<file path="config.mk">
export PLATFORM = sky130hd
export DESIGN_NAME = matlab_seq
export DESIGN_NICKNAME = d
export VERILOG_FILES = /design/src/rtl/matlab_seq_pkg.sv /design/src/rtl/matlab_seq_pipe.sv /design/src/rtl/matlab_seq.sv
export SDC_FILE = /design/constraint.sdc
export NUM_CORES = 1
export LEC_CHECK = 0
export BUFFER_PORTS_ARGS = -buffer_cell sky130_fd_sc_hd__buf_2
export CORE_ASPECT_RATIO = 1.2
export CORE_MARGIN = 1
export CORE_UTILIZATION = 55
export CTS_BUF_LIST = sky130_fd_sc_hd__clkbuf_8 sky130_fd_sc_hd__clkbuf_16
export CTS_CLUSTER_SIZE = 24
export DETAILED_ROUTE_END_ITERATION = 16
export GPL_TIMING_DRIVEN = 0
export PLACE_DENSITY = 0.84
export SLEW_MARGIN = 20
export SYNTH_ARGS = -nofsm -noshare
export SYNTH_HDL_FRONTEND = slang
export SYNTH_SLANG_ARGS = --single-unit
</file>
<file path="constraint.sdc">
create_clock -name aclk -period 3.5 [get_ports aclk]
set_input_delay 0.175 -clock aclk [delete_from_list [all_inputs] [get_ports aclk]]
set_output_delay 0.175 -clock aclk [all_outputs]
set_load 0.005 [all_outputs]
</file>
<file path="src/rtl/matlab_seq_pkg.sv">
// matlab_seq_pkg: shared types and constants for the MATLAB core run sequencer.
// Holds the sequencer state encoding, the default length-field width and the
// core mode codes carried on MATLABconf.
package matlab_seq_pkg;

    // Default width of the run-length field and of every beat counter.
    localparam int LEN_W_DEF = 12;

    // Sequencer states.
    typedef enum logic [2:0] {
        ST_IDLE   = 3'd0,
        ST_LOAD   = 3'd1,
        ST_STREAM = 3'd2,
        ST_DRAIN  = 3'd3,
        ST_DONE   = 3'd4
    } state_e;

    // Core mode as latched from MATLABconf.
    typedef logic [1:0] mode_t;

    localparam mode_t MODE_0 = 2'd0;
    localparam mode_t MODE_1 = 2'd1;
    localparam mode_t MODE_2 = 2'd2;
    localparam mode_t MODE_3 = 2'd3;

    // True in the states where beats or results are moving.
    function automatic logic is_active(input state_e s);
        return (s == ST_STREAM) || (s == ST_DRAIN);
    endfunction

endpackage

</file>
<file path="src/rtl/matlab_seq_pipe.sv">
// matlab_seq_pipe: one-stage registered valid/ready slice carrying data and a
// last flag from the gated sample stream into the MATLAB core.
// A flush drops the held beat (used when a run is abandoned).
module matlab_seq_pipe #(
    parameter int DATA_W = 32
) (
    input  logic              aclk,
    input  logic              areset,
    input  logic              in_valid_i,
    input  logic [DATA_W-1:0] in_data_i,
    input  logic              in_last_i,
    output logic              in_ready_o,
    input  logic              flush_i,
    output logic              out_valid_o,
    output logic [DATA_W-1:0] out_data_o,
    output logic              out_last_o,
    input  logic              out_ready_i
);

    logic              valid_q, valid_d;
    logic [DATA_W-1:0] data_q, data_d;
    logic              last_q, last_d;
    logic              load;

    // The slot can take a new beat when empty or when its beat leaves this cycle.
    assign in_ready_o = !valid_q || out_ready_i;
    assign load       = in_valid_i && in_ready_o;

    // Next-state of the holding register: flush, load, or drain on handshake.
    always_comb begin
        // NOTE: every comb output is given a default first so no path leaves it
        // unassigned; an unassigned path would infer a latch.
        valid_d = valid_q;
        data_d  = data_q;
        last_d  = last_q;
        if (flush_i) begin
            valid_d = 1'b0;
            last_d  = 1'b0;
        end else if (load) begin
            valid_d = 1'b1;
            data_d  = in_data_i;
            last_d  = in_last_i;
        end else if (valid_q && out_ready_i) begin
            valid_d = 1'b0;
            last_d  = 1'b0;
        end
    end

    // Holding register, cleared asynchronously so an in-flight beat is discarded.
    always_ff @(posedge aclk or posedge areset) begin
        // NOTE: state is updated with non-blocking assignments so every register
        // samples pre-edge values; blocking '=' is kept to the comb blocks.
        if (areset) begin
            valid_q <= 1'b0;
            data_q  <= '0;
            last_q  <= 1'b0;
        end else begin
            valid_q <= valid_d;
            data_q  <= data_d;
            last_q  <= last_d;
        end
    end

    assign out_valid_o = valid_q;
    assign out_data_o  = data_q;
    assign out_last_o  = last_q;

endmodule

</file>
<file path="src/rtl/matlab_seq.sv">
// matlab_seq: run sequencer for the MATLAB-generated processing core.
// Accepts a Start/conf/length request, gates exactly length sample beats into
// the core through a one-stage slice, tags the last beat, counts result beats
// back, and drives the run-level valid whose falling edge clears APB Busy.
// Optional watchdog: define MATLAB_SEQ_TIMEOUT_EN to abandon a stalled run
// after TIMEOUT_CYC cycles without a beat or result handshake and flag err.
module matlab_seq
    import matlab_seq_pkg::*;
#(
    parameter int DATA_W      = 32,
    parameter int LEN_W       = LEN_W_DEF,
    parameter int TIMEOUT_CYC = 1024
) (
    input  logic              aclk,
    input  logic              areset,
    input  logic              start,
    input  logic [1:0]        conf,
    input  logic [LEN_W-1:0]  length,
    output logic              valid,
    output logic [1:0]        core_mode,
    input  logic              s_tvalid,
    input  logic [DATA_W-1:0] s_tdata,
    output logic              s_tready,
    output logic              m_tvalid,
    output logic [DATA_W-1:0] m_tdata,
    output logic              m_tlast,
    input  logic              m_tready,
    input  logic              r_tvalid,
    input  logic              r_tready,
    output logic [LEN_W-1:0]  done_cnt,
    output logic              err
);

    state_e           state_q, state_d;
    logic [LEN_W-1:0] len_q, len_d;
    mode_t            mode_q, mode_d;
    logic [LEN_W-1:0] issue_cnt_q, issue_cnt_d;
    logic [LEN_W-1:0] done_cnt_q, done_cnt_d;

    logic run_accept;
    logic active;
    logic m_hs;
    logic r_hs;
    logic last_m_hs;
    logic s_gate;
    logic s_load;
    logic pipe_ready;
    logic beat_last;
    logic results_done;
    logic timeout_hit;

    assign run_accept   = (state_q == ST_IDLE) && start;
    assign active       = is_active(state_q);
    assign m_hs         = m_tvalid && m_tready;
    assign r_hs         = r_tvalid && r_tready;
    assign last_m_hs    = m_hs && m_tlast;
    assign s_load       = s_tvalid && s_tready;
    // The beat being loaded now is the final one of the run.
    assign beat_last    = (issue_cnt_q == len_q - LEN_W'(1));
    // Uses the next count so a result arriving this cycle is already included.
    assign results_done = (done_cnt_d == len_q);

    // State register.
    always_ff @(posedge aclk or posedge areset) begin
        if (areset) begin
            state_q <= ST_IDLE;
        end else begin
            state_q <= state_d;
        end
    end

    // Next-state logic.
    always_comb begin
        state_d = state_q;
        unique case (state_q)
            ST_IDLE: begin
                if (start) begin
                    state_d = ST_LOAD;
                end
            end
            ST_LOAD: begin
                state_d = (len_q == '0) ? ST_DONE : ST_STREAM;
            end
            ST_STREAM: begin
                if (timeout_hit) begin
                    state_d = ST_DONE;
                end else if (last_m_hs) begin
                    // Results may already be complete, or complete on this edge.
                    state_d = results_done ? ST_DONE : ST_DRAIN;
                end
            end
            ST_DRAIN: begin
                if (timeout_hit || results_done) begin
                    state_d = ST_DONE;
                end
            end
            ST_DONE: begin
                state_d = ST_IDLE;
            end
            default: begin
                state_d = ST_IDLE;
            end
        endcase
    end

    // Outputs decoded from the state: run-level valid and the sample gate.
    always_comb begin
        valid  = 1'b0;
        s_gate = 1'b0;
        case (state_q)
            ST_LOAD, ST_DRAIN: begin
                valid = 1'b1;
            end
            ST_STREAM: begin
                valid  = 1'b1;
                s_gate = (issue_cnt_q < len_q) && !timeout_hit;
            end
            default: begin
                valid = 1'b0;
            end
        endcase
    end

    // The source is only ready when the gate is open and the slice has room.
    assign s_tready = s_gate && pipe_ready;

    // Run parameters latch on accept; counters clear in LOAD and step on handshakes.
    always_comb begin
        len_d       = len_q;
        mode_d      = mode_q;
        issue_cnt_d = issue_cnt_q;
        done_cnt_d  = done_cnt_q;
        if (run_accept) begin
            len_d  = length;
            mode_d = conf;
        end
        if (state_q == ST_LOAD) begin
            issue_cnt_d = '0;
            done_cnt_d  = '0;
        end
        if (s_load) begin
            issue_cnt_d = issue_cnt_q + LEN_W'(1);
        end
        // Result count saturates at the run length.
        if (active && r_hs && (done_cnt_q < len_q)) begin
            done_cnt_d = done_cnt_q + LEN_W'(1);
        end
    end

    // Run parameter and beat counter registers.
    always_ff @(posedge aclk or posedge areset) begin
        if (areset) begin
            len_q       <= '0;
            mode_q      <= MODE_0;
            issue_cnt_q <= '0;
            done_cnt_q  <= '0;
        end else begin
            len_q       <= len_d;
            mode_q      <= mode_d;
            issue_cnt_q <= issue_cnt_d;
            done_cnt_q  <= done_cnt_d;
        end
    end

    assign core_mode = mode_q;
    assign done_cnt  = done_cnt_q;

`ifdef MATLAB_SEQ_TIMEOUT_EN
    localparam int WD_W = $clog2(TIMEOUT_CYC + 1);

    logic [WD_W-1:0] wdog_q, wdog_d;
    logic            err_q, err_d;
    logic            stall_cycle;

    // A cycle in STREAM/DRAIN with neither a beat nor a result moving.
    assign stall_cycle = active && !m_hs && !r_hs;
    assign timeout_hit = stall_cycle && (wdog_q == WD_W'(TIMEOUT_CYC - 1));

    // Watchdog counts stalled cycles; err is sticky until the next accepted run.
    always_comb begin
        wdog_d = stall_cycle ? (wdog_q + WD_W'(1)) : '0;
        err_d  = err_q;
        if (run_accept) begin
            err_d = 1'b0;
        end else if (timeout_hit) begin
            err_d = 1'b1;
        end
    end

    // Watchdog and error registers.
    always_ff @(posedge aclk or posedge areset) begin
        if (areset) begin
            wdog_q <= '0;
            err_q  <= 1'b0;
        end else begin
            wdog_q <= wdog_d;
            err_q  <= err_d;
        end
    end

    assign err = err_q;
`else
    // Without the watchdog a stalled core simply holds valid high.
    logic unused_timeout_cyc;

    assign unused_timeout_cyc = (TIMEOUT_CYC != 0);
    assign timeout_hit        = 1'b0;
    assign err                = 1'b0;
`endif

    // Single-stage slice between the gated sample stream and the core.
    matlab_seq_pipe #(
        .DATA_W(DATA_W)
    ) u_pipe (
        .aclk        (aclk),
        .areset      (areset),
        .in_valid_i  (s_tvalid && s_gate),
        .in_data_i   (s_tdata),
        .in_last_i   (beat_last),
        .in_ready_o  (pipe_ready),
        .flush_i     (timeout_hit),
        .out_valid_o (m_tvalid),
        .out_data_o  (m_tdata),
        .out_last_o  (m_tlast),
        .out_ready_i (m_tready)
    );

endmodule

</file>
# --- Word-level counts from Yosys, hierarchy flattened ---
# Index checks and enable logic that the tools add are counted.
classes:
  magnitude_cmp: 2
  n_eq_ne: 8
  addsub: 3
  n_mux: 15
  n_reduce_logical: 19
op_table:
  columns: ["cell", "count"]
  rows:
  - ["2-to-1 mux 12 bit", 4]
  - ["adder 12 x 1 -> 12 bit, second input constant", 2]
  - ["equality test 12 bit", 2]
  - ["less-than comparator 12 bit", 2]
  - ["2-to-1 mux 3 bit", 5]
  - ["logical NOT 12 bit", 1]
  - ["one-hot mux 3 bit (4 select lines)", 1]
  - ["subtractor 12 x 1 -> 12 bit, second input constant", 1]
  - ["logical AND 1 bit", 10]
  - ["equality test 3 x 2 -> 1 bit, second input constant", 2]
  - ["!= test 2 bit, second input constant", 3]
  - ["2-to-1 mux 1 bit", 5]
  - ["nonzero test 2 bit", 2]
  - ["equality test 3 x 1 -> 1 bit, second input constant", 1]
  - ["logical NOT 3 bit", 1]
  - ["AND reduction 3 bit", 1]
  - ["OR reduction 3 bit", 1]
  - ["logical OR 1 bit", 2]
  - ["logical NOT 1 bit", 1]
totals:
  inputBits: 53
  reg_bits: 75
  wordCells: 55
  out_inout_bits: 51

# --- Longest topological paths before layout ---
# Gate-level depths: netlist (run 1).
logic_depth:
  word_depth: 9
  ltp_mapped: 13
  mapped_depth_nobuf: 11

# --- Modules after synthesis ---
# Synthesis (run 1) repeated with hierarchy kept, for this count alone.
unflattened:
  hier_cells: 530
  hier_area_um2: 4880.9
modules_own_cells:
  columns: ["mod", "cells_per_inst", "area_each_um2", "seq_area_each_um2", "instances"]
  rows:
  - ["matlab_seq", 451, 3569.7, 1026.0, 1]
  - ["matlab_seq_pipe", 79, 1311.3, 850.8, 1]

# --- Least setup slack after synthesis (run 1) ---
# Ideal clock, no wire load.
synth_path:
  path_kind: "register to register"
  from: "reg len_q[9]"
  to: "reg state_q[2]"
  period_less_slack_ns: 2.974
  t_required_ns: 3.435
  path_slack_ns: 0.526
  arrival_time_ns: 2.908
  path_buffers: 1
  path_stages_with_launch: 13
  setup_time_ns: 0.065
  cell_sequence: "dfrtp_1 clkbuf_1 inv_1 ha_1 a211oi_1 nor2_1 or2_4 a21oi_4 mux2_2 nor4_2 nand4_2 a2111oi_2 o21ba_1"
synth_via:
  elab_chain_len: 7
  elab_cells_between_ends: 11
  classes_between: "order compare: 1; eq/ne: 2; mux: 5; reduce/logical: 3"
synth_rtl:
  columns: ["element", "line_no", "source"]
  rows:
  - ["from (decl)", "matlab_seq.sv:35", "logic [LEN_W-1:0] len_q, len_d;"]
  - ["from (signal assigned)", "matlab_seq.sv:158", "len_q <= len_d;"]
  - ["less-than comparator 12 bit", "matlab_seq.sv:145", "if (active && r_hs && (done_cnt_q < len_q)) begin"]
  - ["logical AND 1 bit", "matlab_seq.sv:145", null]
  - ["2-to-1 mux 12 bit", "matlab_seq.sv:145", null]
  - ["equality test 12 bit", "matlab_seq.sv:61", "assign results_done = (done_cnt_d == len_q);"]
  - ["2-to-1 mux 3 bit", "matlab_seq.sv:89", "state_d = results_done ? ST_DONE : ST_DRAIN;"]
  - ["2-to-1 mux 3 bit", "matlab_seq.sv:87", "end else if (last_m_hs) begin"]
  - ["one-hot mux 3 bit (4 select lines)", "matlab_seq.sv:75", "unique case (state_q)"]
  - ["to (signal assigned)", "matlab_seq.sv:68", "state_q <= state_d;"]
  - ["to (decl)", "matlab_seq.sv:34", "state_e state_q, state_d;"]
# Several ways; a longest one is shown, not always the timed one. The select of a mux whose other input is x is not followed.
# A chain may end at the register's enable or synchronous reset.

# --- Worst setup path after layout (run 1) ---
layout_path:
  from: "reg len_q[3]"
  to: "reg state_q[2]"
# The elaborated chain is that of the path after synthesis.

==> results of run 1 <==
[how the worst min path moves through the flow]
stage                   end  slack (ns)  cells after the start
2_1_floorplan      len_q[0]        0.29                      2
3_3_place_gp       len_q[0]        0.38                      3
3_5_place_dp   core_mode[0]        0.21                      2
4_1_cts            len_q[6]        0.02                      3
5_1_grt            len_q[6]        0.03                      3
6_report           len_q[6]        0.02                      3
[tightest hold or removal path, cell delays in order]
cell and delay [ns]:
buf_2 0.08, nand2_1 0.03, o21ai_0 0.05
[what timing repair did]
action	in CTS	in global routing
hold buffers	1	0
hold endpoints to repair	29	0
buffers inserted	0	0
resized for setup	3	12
pin swaps	0	1
endpoints found under the setup margin	15	23
[placed cells by master, fill, tap and decap left out, types with 7 or more instances in the layout]
master and count:
mux2_2 36, o21ai_0 41, a31oi_1 8, xnor2_1 19, a21o_1 10, nand4_1 10
nand3_1 20, nor2_1 30, dfrtp_1 69, xor2_1 9, buf_2 107, a21oi_1 19
inv_1 18, nand2_1 49, a211oi_1 7, nor3_1 8, ha_1 26, nand2b_1 9
clkbuf_8 10
[logic make-up after synthesis]
logic type / synth area share
xor+xnor: 0.05069
compound gates: 0.1782
flops: 0.3879
buf+inv: 0.04318
mux: 0.08999
fa+ha+maj: 0.06724
other cells: 0.0007751
simple gates: 0.1821
[state kept, by name, summed over array words and instances, names as in the netlist]
signal              flops
issue_cnt_q            12
core_mode               2
u_pipe.out_last_o       1
len_q                  12
done_cnt               12
u_pipe.out_data_o      32
state_q                 3
u_pipe.out_valid_o      1
[power by group]
| part | leakage [uW] | switching (uW) | internal (uW) |
|---|---|---|---|
| clock | 0.000111 | 364 | 429 |
| sequential | 0.000886 | 84.8 | 951 |
| combinational | 0.00170 | 223 | 223 |
[final cells by class]
cell class / count / area [um2] / share of cell area
Buffer: 19 / 118.9 / 0.02062
Clock buffer: 10 / 137.6 / 0.02387
Clock inverter: 6 / 95.09 / 0.01649
Inverter: 20 / 77.57 / 0.01345
Multi-Input combinational cell: 391 / 2765 / 0.4796
Sequential cell: 75 / 1884 / 0.3268
Tap cell: 117 / 146.4 / 0.02539
Timing Repair Buffer: 104 / 540.5 / 0.09375
[through the flow]
stage / setup slack [ns] / area (um2) / TNS, ns / total power [uW]
floorplan: 0.5263 / 4838 / 0 / 1302
global placement: -0.09913 / 5495 / -0.4355 / 1460
detailed placement: -0.1155 / 5518 / -1.233 / 1488
CTS: 0.008082 / 5767 / 0 / 2275
global route: -0.03268 / 5766 / -0.03268 / 2380
finish: 0.1562 / 5766 / 0 / 2274
[Yosys cell counts, drive strengths merged, types with 13 or more instances]
library cell	count
a21oi	21
clkbuf	13
dfrtp	75
ha	26
inv	20
mux2	36
nand2	50
nand3	20
nor2	31
o21ai	42
xnor2	19
[routing by layer]
| layer | vias up | wire length, um |
|---|---|---|
| met5 | - | 0 |
| met3 | 63 | 820 |
| met1 | 2192 | 5109 |
| met2 | 207 | 6878 |
| met4 | 0 | 755 |
| li1 | 2084 | - |
==> flow_metrics.env, run 1 <==
export IMPL_end_kind="flop"
export IMPL_viasPerCell=6.127
export IMPL_place_inst=730
export IMPL_syn_cell_area_um2=4838
export IMPL_synth_top_cell_area_share=0.3879
export IMPL_die_x_um=87.62
export IMPL_critical_path_top_delay_family="compound AO/OA/AOI/OAI gates"
export IMPL_status="finished, final reports clean"
export IMPL_fp_dieArea_um2=9178
export IMPL_wirelength_um=13560
export IMPL_antenna_cells=0
export IMPL_setup_viol=0
export IMPL_grt_util_met1=0.3486
export IMPL_crit_path_end="state_q[2]"
export IMPL_grt_start_max_net_pins=47
export IMPL_min_period_ns=3.344
export IMPL_cts_buffers=9
export IMPL_skew_ns=0.01323
export IMPL_max_slew_worst_pin_slew_ns=0.8616
export IMPL_grt_busiest_layer="met2"
export IMPL_cp_num_cells=10
export IMPL_fin_cells=742
export IMPL_utilization=0.6732
export IMPL_cap_viol_max_count=0
export IMPL_leakagePower_uw=0.002697
export IMPL_ant_nets=0
export IMPL_r2r_end="state_q[2]"
export IMPL_antenna_found_initial=0
export IMPL_drive_above_1_share=0.3104
export IMPL_globalRouteMet3Util=0.06635
export IMPL_grt_overflow=0
export IMPL_synth_seq_area_share=0.3879
export IMPL_synthTopCellsByArea="dfrtp_1 (39%), mux2_2 (8.4%), ha_1 (6.7%)"
export IMPL_clock_root_buffer="clkbuf_8"
export IMPL_dr_total_vias=4546
export IMPL_syn_to_final_growth_pct=19.16
export IMPL_clkTransAtPathRegs_ns=0.09
export IMPL_synth_cell_types=67
export IMPL_die_height_um=104.7
export IMPL_rsz0062_at_grt="yes"
export IMPL_h_tree_depth=3
export IMPL_slew_limit_headroom=0.4229
export IMPL_slowest_delay_ns=0.50
export IMPL_fin_hold_ws_ns=0.01711
export IMPL_ir_worst_vdd_mv=0.4094
export IMPL_clock_sinks=75
export IMPL_grt_usage=0.3147
export IMPL_fillers=677
export IMPL_post_route_drc_count=0
export IMPL_core_area_um2=8564
export IMPL_clkLatencyLatePin_ns=0.36
export IMPL_nets=699
export IMPL_r2r_start="len_q[3]"
export IMPL_maxSlewViolCount=0
export IMPL_yosys_most_used_dff="dfrtp_1"
export IMPL_first_global_vias=4622
export IMPL_synth_edf_count=0
export IMPL_critPathSlowestCell="dfrtp_1"
export IMPL_first_iter_violations=217
export IMPL_cts_buffer_depth=2
export IMPL_crit_required_ns=3.80
export IMPL_ios=104
export IMPL_r2r_cells=10
export IMPL_ys_warn_count=0
export IMPL_use_met2=0.5379
export IMPL_yosysTopAreaCell="dfrtp_1"
export IMPL_rows=37
export IMPL_synthArstFlopShare=1.000
export IMPL_firstDrtPassIters=5
export IMPL_synthCells=510
export IMPL_critPathLaunchType="flop"
export IMPL_tritoncts="yes"
export IMPL_yosys_register_bits=75
export IMPL_startpoint="len_q[3]"
export IMPL_worstSetupPathType="flop to flop"
export IMPL_grt_pass1_wl_um=22090
export IMPL_place_gp_congestion=0.9929
export IMPL_worstPathArrival_ns=3.65
export IMPL_synth_nets=589
export IMPL_crit_buf_inv=1
export IMPL_hold_path_class="primary input to flop"
export IMPL_timing_final_crit_share=0.9554
export IMPL_portBuffers=102
export IMPL_powerDensity_nw_per_um2=394.3
export IMPL_hold_start="length[6]"
export IMPL_wl_per_cell_um=18.28
export IMPL_start_util=0.5649
export IMPL_synth_avg_cell_area_um2=9.487
export IMPL_rrSetupSlack_ns=0.16
export IMPL_clock_fmax_mhz=299.1
export IMPL_hpwl_um=10100
export IMPL_worstPathCellList="inv_1 -> ha_1 -> a2111o_1 -> a21o_2 -> a21oi_4 -> mux2_2 -> nor4_2 -> nand4_2 -> a2111oi_2 -> o21ba_1"
export IMPL_cp_max_fo=6
export IMPL_hold_violations=0
Note: power is estimated with default switching activity, not from simulation.
==> run 2: changes to the inputs <==
Clock period 3.5 ns to 3.35 ns, I/O delays scaled along.
==> flow_metrics.env, run 2 (synthesis gave the netlist of run 1 again) <==
export IMPL_hpwl_um=10100
export IMPL_ir_worst_vdd_mv=0.4253
export IMPL_place_inst=730
export IMPL_tritoncts="yes"
export IMPL_register_area_um2=1886
export IMPL_layout_common_cells="buf_2 (108), dfrtp_1 (68), nand2_1 (49)"
export IMPL_ant_nets=0
export IMPL_antenna_cells=0
export IMPL_wirelength_um=13790
export IMPL_cap_viol_max_count=0
export IMPL_fin_cells=756
export IMPL_first_iter_violations=232
export IMPL_timing_final_crit_share=0.9575
export IMPL_clock_sinks=75
export IMPL_drive_above_1_share=0.3318
export IMPL_p_sw_uw=706.6
export IMPL_dr_total_vias=4596
export IMPL_place_gp_congestion=0.9929
export IMPL_grt_pass1_wl_um=22110
export IMPL_rrSetupSlack_ns=0.14
export IMPL_setup_viol=0
export IMPL_clock_fmax_mhz=311.8
export IMPL_fin_area_um2=5896
export IMPL_clkLatencyLatePin_ns=0.36
export IMPL_syn_to_final_growth_pct=21.85
export IMPL_cts_buffers=9
export IMPL_nets=713
export IMPL_slew_limit_headroom=0.4369
export IMPL_post_route_drc_count=0
export IMPL_cts_buffer_depth=2
export IMPL_p_int_uw=1675
export IMPL_largest_reg_flops=32
export IMPL_cp_max_fo=6
export IMPL_hold_depth=3
export IMPL_powerDensity_nw_per_um2=404.0
export IMPL_clkTransAtPathRegs_ns=0.09
export IMPL_place_area_um2=5518
export IMPL_fin_setup_tns_ns=0
export IMPL_worstPathArrival_ns=3.51
export IMPL_hold_violations=0
export IMPL_end_kind="flop"
export IMPL_h_tree_depth=3
export IMPL_wl_per_cell_um=18.24
export IMPL_finalPower_uw=2382
export IMPL_hold_path_class="primary input to flop"
export IMPL_clkPwrFrac=0.349
export IMPL_die_x_um=87.62
export IMPL_fp_dieArea_um2=9178
export IMPL_ios=104
export IMPL_clock_root_buffer="clkbuf_8"
export IMPL_rows=37
export IMPL_firstDrtPassIters=5
export IMPL_r2r_cells=10
export IMPL_r2r_end="state_q[2]"
export IMPL_grt_overflow=0
export IMPL_grt_usage=0.3145
export IMPL_crit_required_ns=3.65
export IMPL_leakagePower_uw=0.002745
export IMPL_maxSlewViolCount=0
export IMPL_core_area_um2=8564
export IMPL_critPathLaunchType="flop"
export IMPL_pwr_share_comb=0.196
export IMPL_skew_ns=0.01291
export IMPL_hold_start="length[6]"
export IMPL_status="finished, final reports clean"
export IMPL_worstSetupPathType="flop to flop"
export IMPL_viasPerCell=6.079
export IMPL_multi_input_area_um2=2785
export IMPL_portBuffers=102
export IMPL_fillers=665
export IMPL_first_global_vias=4606
export IMPL_grt_start_max_net_pins=47
export IMPL_die_height_um=104.7
export IMPL_utilization=0.6884
export IMPL_switching_share=0.2966
export IMPL_max_slew_worst_pin_slew_ns=0.8407
export IMPL_final_common_cell="buf_2"
export IMPL_antenna_found_initial=0
export IMPL_pwr_share_seq=0.455
export IMPL_r2r_start="len_q[3]"
export IMPL_min_period_ns=3.208
export IMPL_start_util=0.5649
export IMPL_hold_end="len_q[6]"
## run 2: cell count changes in the layout (fill, tap and decap cells not counted), sizes merged
cell / change
inv: -1
buf: +13
clkbuf: +1
clkinvlp: +1
## run 2: how the worst max path moves through the flow
stage,from,end,depth (start not counted)
finish,len_q[3],state_q[2],10
global route,len_q[3],state_q[2],10
CTS,len_q[9],state_q[2],11
detailed placement,len_q[7],state_q[2],12
global placement,len_q[7],state_q[2],12
floorplan,len_q[9],state_q[2],12
## run 2: stage by stage
stage                     hold WS (ns)  worst slack (ns)
after floorplan                 0.2843            0.3763
final                          0.01228            0.1423
after CTS                     0.007887         0.0005391
after global placement          0.3732           -0.2491
after detailed placement        0.1976           -0.2655
after global routing           0.02115          -0.01455
## run 2: final cells by class
class | count | area share
well taps | 117 | 0.02483
repair buffers | 116 | 0.1070
plain buffers | 21 | 0.02271
clock inverters | 6 | 0.01613
flip-flops and latches | 75 | 0.3198
multi-input cells | 391 | 0.4724
clock buffers | 10 | 0.02334
inverters | 20 | 0.01379
## run 2: worst max-delay path, cell delays in order (launching register included)
cell and delay, ns:
dfrtp_2 0.46, inv_1 0.17, ha_1 0.23, a2111o_1 0.44
a21o_2 0.26, a21oi_4 0.19, mux2_2 0.37, nor4_4 0.28
nand4_2 0.20, a2111oi_2 0.39, o21ba_1 0.18
## run 2: metal layers
layer	GRT usage	routed length (um)	vias up
met1	0.3496	5216	2187
met5	0	0	-
met2	0.5469	6974	230
met3	0.06082	838	71
li1	-	-	2108
met4	0.1838	763	0
## run 2: timing repair
item | CTS | global route
pin swaps | 0 | 2
hold buffers | 1 | 0
setup buffers | 0 | 12
hold endpoints to repair | 29 | 0
resized for setup | 9 | 19
setup endpoints to repair | 43 | 45
## run 2: power groups by stage
| stage | Sequential, uW | Clock, uW | Combinational, uW |
|---|---|---|---|
| 2_1_floorplan | 1090 | 0 | 274 |
| 3_3_place_gp | 1090 | 0 | 434 |
| 3_5_place_dp | 1100 | 0 | 458 |
| 4_1_cts | 1080 | 831 | 466 |
| 5_1_grt | 1100 | 873 | 517 |
| 6_report | 1080 | 832 | 468 |
==> run 3: changes to the inputs <==
Settings changed: SYNTH_HIERARCHICAL set to 1.
==> flow_metrics.env, run 3 <==
export IMPL_synth_avg_cell_area_um2=9.209
export IMPL_setup_viol=0
export IMPL_slew_limit_headroom=0.3614
export IMPL_drive_above_1_share=0.2890
export IMPL_grt_overflow=0
export IMPL_r2r_end="state_q[2]"
export IMPL_wirelength_um=13010
export IMPL_cts_buffers=9
export IMPL_r2r_start="len_q[9]"
export IMPL_fin_area_um2=5838
export IMPL_cts_buffer_depth=2
export IMPL_h_tree_depth=3
export IMPL_crit_path_end="state_q[2]"
export IMPL_place_gp_congestion=0.9380
export IMPL_powerDensity_nw_per_um2=775.4
export IMPL_critPathLaunchType="flop"
export IMPL_cap_viol_max_count=0
export IMPL_hpwl_um=10000
export IMPL_clkLatencyLatePin_ns=0.36
export IMPL_final_common_cell="buf_2"
export IMPL_synth_cell_types=67
export IMPL_r2r_cells=11
export IMPL_fin_cells=771
export IMPL_synth_seq_area_share=0.3845
export IMPL_route_met2_wl_um=6293
export IMPL_place_area_um2=5569
export IMPL_worstSetupPathType="flop to flop"
export IMPL_synth_edf_count=0
export IMPL_leakagePower_uw=0.002694
export IMPL_viasPerCell=5.911
export IMPL_rsz0062_at_grt="no"
export IMPL_synthTopCellsByCount="dfrtp_1 (75), nand2_1 (60), o21ai_0 (42), mux2_2 (35), nor2_1 (30)"
export IMPL_fp_dieArea_um2=9257
export IMPL_timing_final_crit_share=0.9600
export IMPL_tritoncts="yes"
export IMPL_startpoint="len_q[9]"
export IMPL_maxSlewViolCount=0
export IMPL_clock_fmax_mhz=310.9
export IMPL_nets=730
export IMPL_synthTopCellsByArea="dfrtp_1 (38%), mux2_2 (8.1%), ha_1 (6.7%)"
export IMPL_end_kind="flop"
export IMPL_syn_to_final_growth_pct=19.61
export IMPL_hold_path_class="primary input to flop"
export IMPL_syn_cell_area_um2=4881
export IMPL_ios=104
export IMPL_core_area_um2=8611
export IMPL_wl_met3_um=980
export IMPL_rows=37
export IMPL_hold_violations=0
export IMPL_yosysTopAreaCell="dfrtp_1"
export IMPL_min_period_ns=3.216
export IMPL_clock_root_buffer="clkbuf_8"
export IMPL_first_iter_violations=340
export IMPL_grt_start_max_net_pins=35
export IMPL_crit_required_ns=3.63
export IMPL_antenna_cells=0
export IMPL_cp_max_fo=6
export IMPL_place_inst=753
export IMPL_skew_ns=0.008345
export IMPL_firstDrtPassIters=5
export IMPL_dr_total_vias=4557
export IMPL_grt_pass1_wl_um=21210
export IMPL_largest_reg_flops=32
export IMPL_ant_nets=0
export IMPL_worstPathArrival_ns=3.49
export IMPL_synth_most_common_cell="dfrtp_1"
export IMPL_clock_sinks=75
export IMPL_die_height_um=105.2
export IMPL_layout_common_cells="buf_2 (108), dfrtp_1 (69), nand2_1 (60)"
export IMPL_rrSetupSlack_ns=0.13
export IMPL_die_x_um=88.00
export IMPL_status="finished, final reports clean"
export IMPL_portBuffers=102
export IMPL_synth_top_cell_area_share=0.3845
export IMPL_first_global_vias=4364
export IMPL_wl_met1_um=5316
export IMPL_post_route_drc_count=0
export IMPL_max_slew_worst_pin_slew_ns=0.9491
export IMPL_yosys_register_bits=75
export IMPL_yosys_most_used_dff="dfrtp_1"
export IMPL_wl_per_cell_um=16.87
export IMPL_start_util=0.5668
export IMPL_grt_usage=0.2992
export IMPL_top_layer="met4"
export IMPL_synthArstFlopShare=1.000
export IMPL_antenna_found_initial=0
export IMPL_clkTransAtPathRegs_ns=0.08
export IMPL_ir_worst_vdd_mv=0.4059
export IMPL_ys_warn_count=6
export IMPL_synthCells=530
-- run 3: logic make-up after synthesis --
| logic type | Yosys count | share of synthesized area |
|---|---|---|
| adder cells (fa/ha/maj) | 27 | 0.06870 |
| AND/OR/NAND/NOR | 184 | 0.1928 |
| XOR/XNOR | 30 | 0.05383 |
| buffers and inverters | 56 | 0.05229 |
| flip-flops | 75 | 0.3845 |
| AO/OA/AOI/OAI | 120 | 0.1623 |
| other | 1 | 0.0007683 |
| multiplexers | 37 | 0.08485 |
-- run 3: power by group --
part           internal, uW  switching [uW]
logic                  1030            1140
clock network           409             330
registers              1260             360
total                  2700            1830
-- run 3: through the flow --
step / setup slack [ns] / setup TNS, ns / hold WS (ns) / utilization / power [uW]
finish: 0.1340 / 0 / 0.01418 / 0.6780 / 4527
global route: 0.003045 / 0 / 0.02507 / 0.6780 / 4894
CTS: 0.02777 / 0 / 0.00009781 / 0.6726 / 4462
detailed placement: -0.2951 / -9.407 / 0.2097 / 0.6468 / 3705
global placement: -0.2473 / -7.633 / 0.3745 / 0.6444 / 3604
floorplan: 0.3438 / 0 / 0.2843 / - / 2964
-- run 3: final cells by class --
cell class              instances  area [um2]
inverters                      23       87.58
well taps                     117       146.4
repair buffers                112       600.6
flip-flops and latches         75        1884
clock inverters                 5       80.08
multi-input cells             402        2765
fillers                       697        2773
plain buffers                  28       150.1
clock buffers                   9       123.9
-- run 3: worst min-delay path by stage --
stage | cells after the start | from | slack, ns | endpoint
finish | 3 | length[2] | 0.01 | len_q[2]
global route | 3 | length[4] | 0.03 | len_q[4]
CTS | 3 | length[5] | 0.0001 | len_q[5]
detailed placement | 2 | areset | 0.21 | len_q[10]
global placement | 3 | length[1] | 0.37 | len_q[1]
floorplan | 2 | length[0] | 0.28 | len_q[0]
-- run 3: per-layer routing --
layer,GRT usage,vias up
li1,-,2148
met1,0.3701,2163
met2,0.4950,209
met3,0.06082,37
met4,0.1335,0
met5,0,-
-- run 3: worst max-delay path, cell delays in order (launching register included) --
cell	delay, ns
dfrtp_1	0.50
inv_1	0.16
ha_1	0.33
nand4_1	0.16
o2111ai_1	0.20
a211o_1	0.40
or4_1	0.54
o21ai_1	0.20
nand3_1	0.13
nor3_2	0.25
o211ai_1	0.14
a21oi_1	0.14
-- run 3: what timing repair did --
| action | CTS | global route |
|---|---|---|
| hold buffers | 1 | 0 |
| buffers inserted | 2 | 6 |
| resized for setup | 4 | 5 |
| hold endpoints to repair | 50 | 0 |
| setup endpoints to repair | 47 | 42 |
